`src/rtl/hamming_pkg.sv`:
```
// Shared types and constants for the Hamming SECDED encode sequencer.
package hamming_pkg;

  typedef enum logic [2:0] {
    S_IDLE  = 3'd0,
    S_LD_LO = 3'd1,
    S_LD_HI = 3'd2,
    S_WR_HI = 3'd3,
    S_WR_LO = 3'd4,
    S_FIN   = 3'd5
  } state_t;

  // Bit positions inside the 16-bit code word; bit k holds Hamming position k.
  localparam int P0_POS = 0;
  localparam int P1_POS = 1;
  localparam int P2_POS = 2;
  localparam int D1_POS = 3;
  localparam int P4_POS = 4;
  localparam int D2_POS = 5;
  localparam int P8_POS = 8;
  localparam int D5_POS = 9;

  localparam int DEF_NUM_MSG  = 15;
  localparam int DEF_SRC_BASE = 0;
  localparam int DEF_DST_BASE = 30;
  localparam int DEF_AW       = 8;

endpackage

```
`src/rtl/hamming_enc_seq_enc16.sv`:
```
// Combinational 11-bit message to 16-bit SECDED code word encoder.
module hamming_enc16
  import hamming_pkg::*;
(
  input  logic [10:0] msg,
  output logic [15:0] code
);

  logic [11:1] d;
  logic        p8;
  logic        p4;
  logic        p2;
  logic        p1;
  logic        p0;

  // Parity generation and placement of data and check bits into the code word.
  always_comb begin
    d  = msg;
    p8 = ^d[11:5];
    p4 = (^d[11:8]) ^ (^d[4:2]);
    p2 = d[11] ^ d[10] ^ d[7] ^ d[6] ^ d[4] ^ d[3] ^ d[1];
    p1 = d[11] ^ d[9] ^ d[7] ^ d[5] ^ d[4] ^ d[2] ^ d[1];
    p0 = (^d) ^ p8 ^ p4 ^ p2 ^ p1;

    code            = 16'h0000;
    code[15:D5_POS] = d[11:5];
    code[P8_POS]    = p8;
    code[7:D2_POS]  = d[4:2];
    code[P4_POS]    = p4;
    code[D1_POS]    = d[1];
    code[P2_POS]    = p2;
    code[P1_POS]    = p1;
    code[P0_POS]    = p0;
  end

endmodule

```
`src/rtl/hamming_enc_seq.sv`:
```
// Memory-master sequencer: reads NUM_MSG messages, writes their SECDED encodings back.
module hamming_enc_seq
  import hamming_pkg::*;
#(
  parameter int NUM_MSG  = DEF_NUM_MSG,
  parameter int SRC_BASE = DEF_SRC_BASE,
  parameter int DST_BASE = DEF_DST_BASE,
  parameter int AW       = DEF_AW
) (
  input  logic          clk,
  input  logic          reset,
  input  logic          start,
  output logic          done,
  output logic          busy,
  output logic [AW-1:0] mem_addr,
  output logic          mem_wr_en,
  output logic [7:0]    mem_wr_data,
  input  logic [7:0]    mem_rd_data
);

  localparam logic [6:0] LAST_IDX = 7'(NUM_MSG - 1);

  state_t        state;
  state_t        state_next;
  logic [6:0]    idx;
  logic [6:0]    idx_next;
  logic          done_next;
  logic [7:0]    lo_reg;
  logic [2:0]    hi_reg;
  logic [15:0]   code;
  logic [AW-1:0] off;
  logic [AW-1:0] src_a;
  logic [AW-1:0] dst_a;

  hamming_enc16 u_enc (
    .msg  ({hi_reg, lo_reg}),
    .code (code)
  );

  // State, message index, done flag and captured source bytes.
  always_ff @(posedge clk or posedge reset) begin
    if (reset) begin
      state  <= S_IDLE;
      idx    <= 7'd0;
      done   <= 1'b0;
      lo_reg <= 8'd0;
      hi_reg <= 3'd0;
    end else begin
      state <= state_next;
      idx   <= idx_next;
      done  <= done_next;
      if (state == S_LD_LO) lo_reg <= mem_rd_data;
      if (state == S_LD_HI) hi_reg <= mem_rd_data[2:0];
    end
  end

  // Next-state logic and memory-port drive; addresses wrap modulo 2^AW.
  always_comb begin
    state_next  = state;
    idx_next    = idx;
    done_next   = done;
    busy        = 1'b1;
    mem_addr    = {AW{1'b0}};
    mem_wr_en   = 1'b0;
    mem_wr_data = 8'h00;
    off         = AW'({idx, 1'b0});
    src_a       = AW'(SRC_BASE) + off;
    dst_a       = AW'(DST_BASE) + off;

    case (state)
      S_IDLE: begin
        busy = 1'b0;
        if (start) begin
          state_next = S_LD_LO;
          idx_next   = 7'd0;
          done_next  = 1'b0;
        end else begin
          state_next = S_IDLE;
        end
      end
      S_LD_LO: begin
        mem_addr   = src_a;
        state_next = S_LD_HI;
      end
      S_LD_HI: begin
        mem_addr   = src_a + AW'(1);
        state_next = S_WR_HI;
      end
      S_WR_HI: begin
        mem_wr_en   = 1'b1;
        mem_addr    = dst_a + AW'(1);
        mem_wr_data = code[15:8];
        state_next  = S_WR_LO;
      end
      S_WR_LO: begin
        mem_wr_en   = 1'b1;
        mem_addr    = dst_a;
        mem_wr_data = code[7:0];
        if (idx == LAST_IDX) begin
          state_next = S_FIN;
        end else begin
          idx_next   = idx + 7'd1;
          state_next = S_LD_LO;
        end
      end
      S_FIN: begin
        // done rises one cycle after entering FIN unless a new run is accepted.
        busy = 1'b0;
        if (start) begin
          state_next = S_LD_LO;
          idx_next   = 7'd0;
          done_next  = 1'b0;
        end else begin
          done_next = 1'b1;
        end
      end
      default: begin
        busy       = 1'b0;
        state_next = S_IDLE;
      end
    endcase
  end

endmodule
```
`config.mk`:
```
export PLATFORM = sky130hd
export DESIGN_NAME = hamming_enc_seq
export DESIGN_NICKNAME = d
export VERILOG_FILES = /design/src/rtl/hamming_pkg.sv /design/src/rtl/hamming_enc_seq_enc16.sv /design/src/rtl/hamming_enc_seq.sv
export SDC_FILE = /design/constraint.sdc
export NUM_CORES = 1
export LEC_CHECK = 0
export BUFFER_PORTS_ARGS = -buffer_cell sky130_fd_sc_hd__buf_2
export CORE_MARGIN = 8
export CORE_UTILIZATION = 55
export DETAILED_ROUTE_END_ITERATION = 8
export PLACE_DENSITY = 0.81
export SKIP_CTS_REPAIR_TIMING = 1
export SYNTH_ARGS = -nofsm -noshare
export SYNTH_HDL_FRONTEND = slang
export SYNTH_SLANG_ARGS = --single-unit
export TNS_END_PERCENT = 100
```
`constraint.sdc`:
```
create_clock -name clk -period 2.1 [get_ports clk]
set_clock_uncertainty 0.15 [all_clocks]
set_input_delay 0.105 -clock clk [delete_from_list [all_inputs] [get_ports clk]]
set_output_delay 0.105 -clock clk [all_outputs]
set_load 0.005 [all_outputs]
```
==> flow_metrics.tcl <==
set metrics [dict create \
    outcome "finished, violations left" \
    violations "negative hold slack, negative setup slack" \
    drv_cap 0 \
    clk_latency_ns 0.33 \
    async_flop_share_pct 100 \
    yosys_warnings 0 \
    die_h_um 68.9 \
    hp-class "in2reg" \
    clock-root-buffer "clkbuf_4" \
    h-tree-depth 1 \
    clock.fmax_ghz 0.447 \
    grt_pass1_wl_um 6300 \
    critical_path_class "reg2out" \
    dp_hpwl_um 2850 \
    yosysUniqueCellTypes 36 \
    fill_cells 185 \
    grt_use_total_pct 17.1 \
    synth.cell_area_um2 1540 \
    clk_pin_slew_worst_paths_ns 0.13 \
    critPathMaxFanout 4 \
    largest_reg_flops 8 \
    cts_tree "built" \
    avgRoutedWirePerCell_um 18.5 \
    syn_nets 180 \
    finalCritPeriodShare_pct 107 \
    grt_max_degree 23 \
    synth_edf_count 0 \
    fin_crit_ns 2.24 \
    synth-main-ff-cell "dfrtp_1" \
    syn_inst 166 \
    gp_congestion 0.899 \
    p_leak_uw 0.000957 \
    ios 30 \
    fp.dieW_um 68.9 \
    rows 19 \
    grt_pass1_vias 1359 \
    cp.arrival_ns 1.98 \
    dieArea_um2 4750 \
    crit_path_start_kind "register" \
    drt_wl_total_um 4610 \
    num_vias 1473 \
    whs_ns -0.0299 \
    cts_buffers 3 \
    worstMarginPinSlew_ns 0.851 \
    cts.sinks 22 \
    drv_slew 0 \
    final-hold-violation-count 2 \
    drt_iter0_drc 120 \
    synthToLayoutAreaGrowth_pct 34.3 \
    critPathBufInv 1 \
    peakVddDrop_uv 1430 \
    cts_buffer_depth 2 \
    finalWorstSetupSlack_ns -0.137 \
    yosysSeqAreaShare_pct 35.7 \
    crit_required_ns 1.85 \
    path_cells "xnor3_2, xor3_1, a21oi_2, o22ai_1, buf_2" \
    place_worst_setup_slack_ns 0.120 \
    relSlewSlack_pct 43.2 \
    setup-violations-final 4 \
    antenna_left 0 \
    detail_route.vias_per_cell 5.92 \
    synth-seq-cells 22 \
    layout-drive-gt1-share_pct 41.3 \
    slowest_stage "xnor3_2" \
    portBuffers 29 \
    syn_area_per_cell_um2 9.29 \
    antenna_cells 0 \
    drt_pre_antenna_iters 4 \
    fin_util_pct 76.4 \
    globalRouteOverflowTotal 0 \
    drc 0 \
    core_um2 2710 \
    grt_antenna_before_repair 0 \
    powerDensity_nw_per_um2 1940 \
    cpLargestDelayFamily "XOR/XNOR gates" \
    end_kind "primary output" \
    start_util_pct 56.9 \
    max_stage_delay_ns 0.51 \
    grt_setup_unrepaired "yes" \
    layout.nets 234 \
]
==> final cells by class <==
class / count / area [um2] / area share (%)
well taps: 31 / 38.8 / 1.87
clock buffers: 3 / 22.5 / 1.09
flip-flops and latches: 22 / 557 / 26.9
inverters: 9 / 33.8 / 1.63
multi-input cells: 125 / 1010 / 48.8
repair buffers: 59 / 408 / 19.7
==> tightest hold or removal path, stage by stage <==
cell     delay, ns
buf_2         0.11
nor2_1        0.12
o31ai_1       0.08
==> routing by layer <==
| metal | wire length [um] | track usage [%] |
|---|---|---|
| met1 | 1900 | 22.5 |
| met2 | 2310 | 28.1 |
| met3 | 282 | 2.75 |
| met4 | 120 | 5.01 |
| met5 | 0 | 0 |
==> layout by cell type, fill, tap and decap left out, types with 3 or more instances in the layout <==
cell,instances
a21oi_1,5
a22o_1,4
buf_2,29
buf_4,17
buf_6,4
clkbuf_4,3
dfrtp_1,17
dfrtp_2,5
dlygate4sd3_1,9
inv_1,6
inv_2,3
mux2_2,8
mux2i_1,3
nand2_1,14
nand3_1,3
nor2_1,6
nor2b_1,3
nor3_1,3
o21ai_0,15
o21ai_1,5
o22ai_1,3
xnor2_1,12
xor2_1,3
==> cell families after synthesis <==
logic type / after synthesis / share of synthesized area (%)
compound gates: 40 / 15.3
xor+xnor: 23 / 16.7
fa+ha+maj: 3 / 2.44
buf+inv: 19 / 5.28
flops: 22 / 35.7
mux: 11 / 7.79
simple gates: 48 / 16.7
==> path summary, 6_finish.rpt <==
path	from	end	slack [ns]	depth (start not counted)
max reg2reg	idx[0]$_DFFE_PP0P_	idx[0]$_DFFE_PP0P_	0.07	6
min in group asynchronous	reset	lo_reg[4]$_DFFE_PP0N_	0.33	3
min reg2reg	done$_DFFE_PP0P_	done$_DFFE_PP0P_	0.42	2
max in group asynchronous	reset	idx[1]$_DFFE_PP0P_	0.90	3
min	start	state[0]$_DFFE_PP0N_	-0.03	3
max	lo_reg[6]$_DFFE_PP0N_	mem_wr_data[1]	-0.14	5
==> cells in the mapped netlist, drive strengths merged, types with 3 or more instances <==
master,n,area (um2)
ha,3,37.5
mux2,8,90.1
xor2,5,43.8
and2,3,18.8
nor2b,4,25.0
a22o,4,35.0
xnor2,14,123
dfrtp,22,551
mux2i,3,30.0
nand2,14,52.6
nor3,4,20.0
xnor3,3,67.6
nand3,3,15.0
buf,8,40.0
a21oi,7,35.0
o22ai,4,25.0
nor2,8,32.5
o21ai,20,100
inv,9,33.8
==> report_power, final <==
part | internal (uW) | switching [uW]
logic | 1590 | 1340
registers | 619 | 269
clock network | 67.5 | 141
==> through the flow <==
stage	TNS (ns)	area (um2)	power (uW)	hold WS (ns)	instances
4_1_cts	-0.551	1770	3290	-0.178	228
5_1_grt	-0.763	2070	4260	0.00137	249
3_5_place_dp	0	1750	3100	0.164	225
3_3_place_gp	0	1750	2970	0.141	225
2_1_floorplan	0	1540	2470	-0.0558	166
6_report	-0.197	2070	4020	-0.0299	249
No activity file was read; power rests on OpenSTA's default activity.
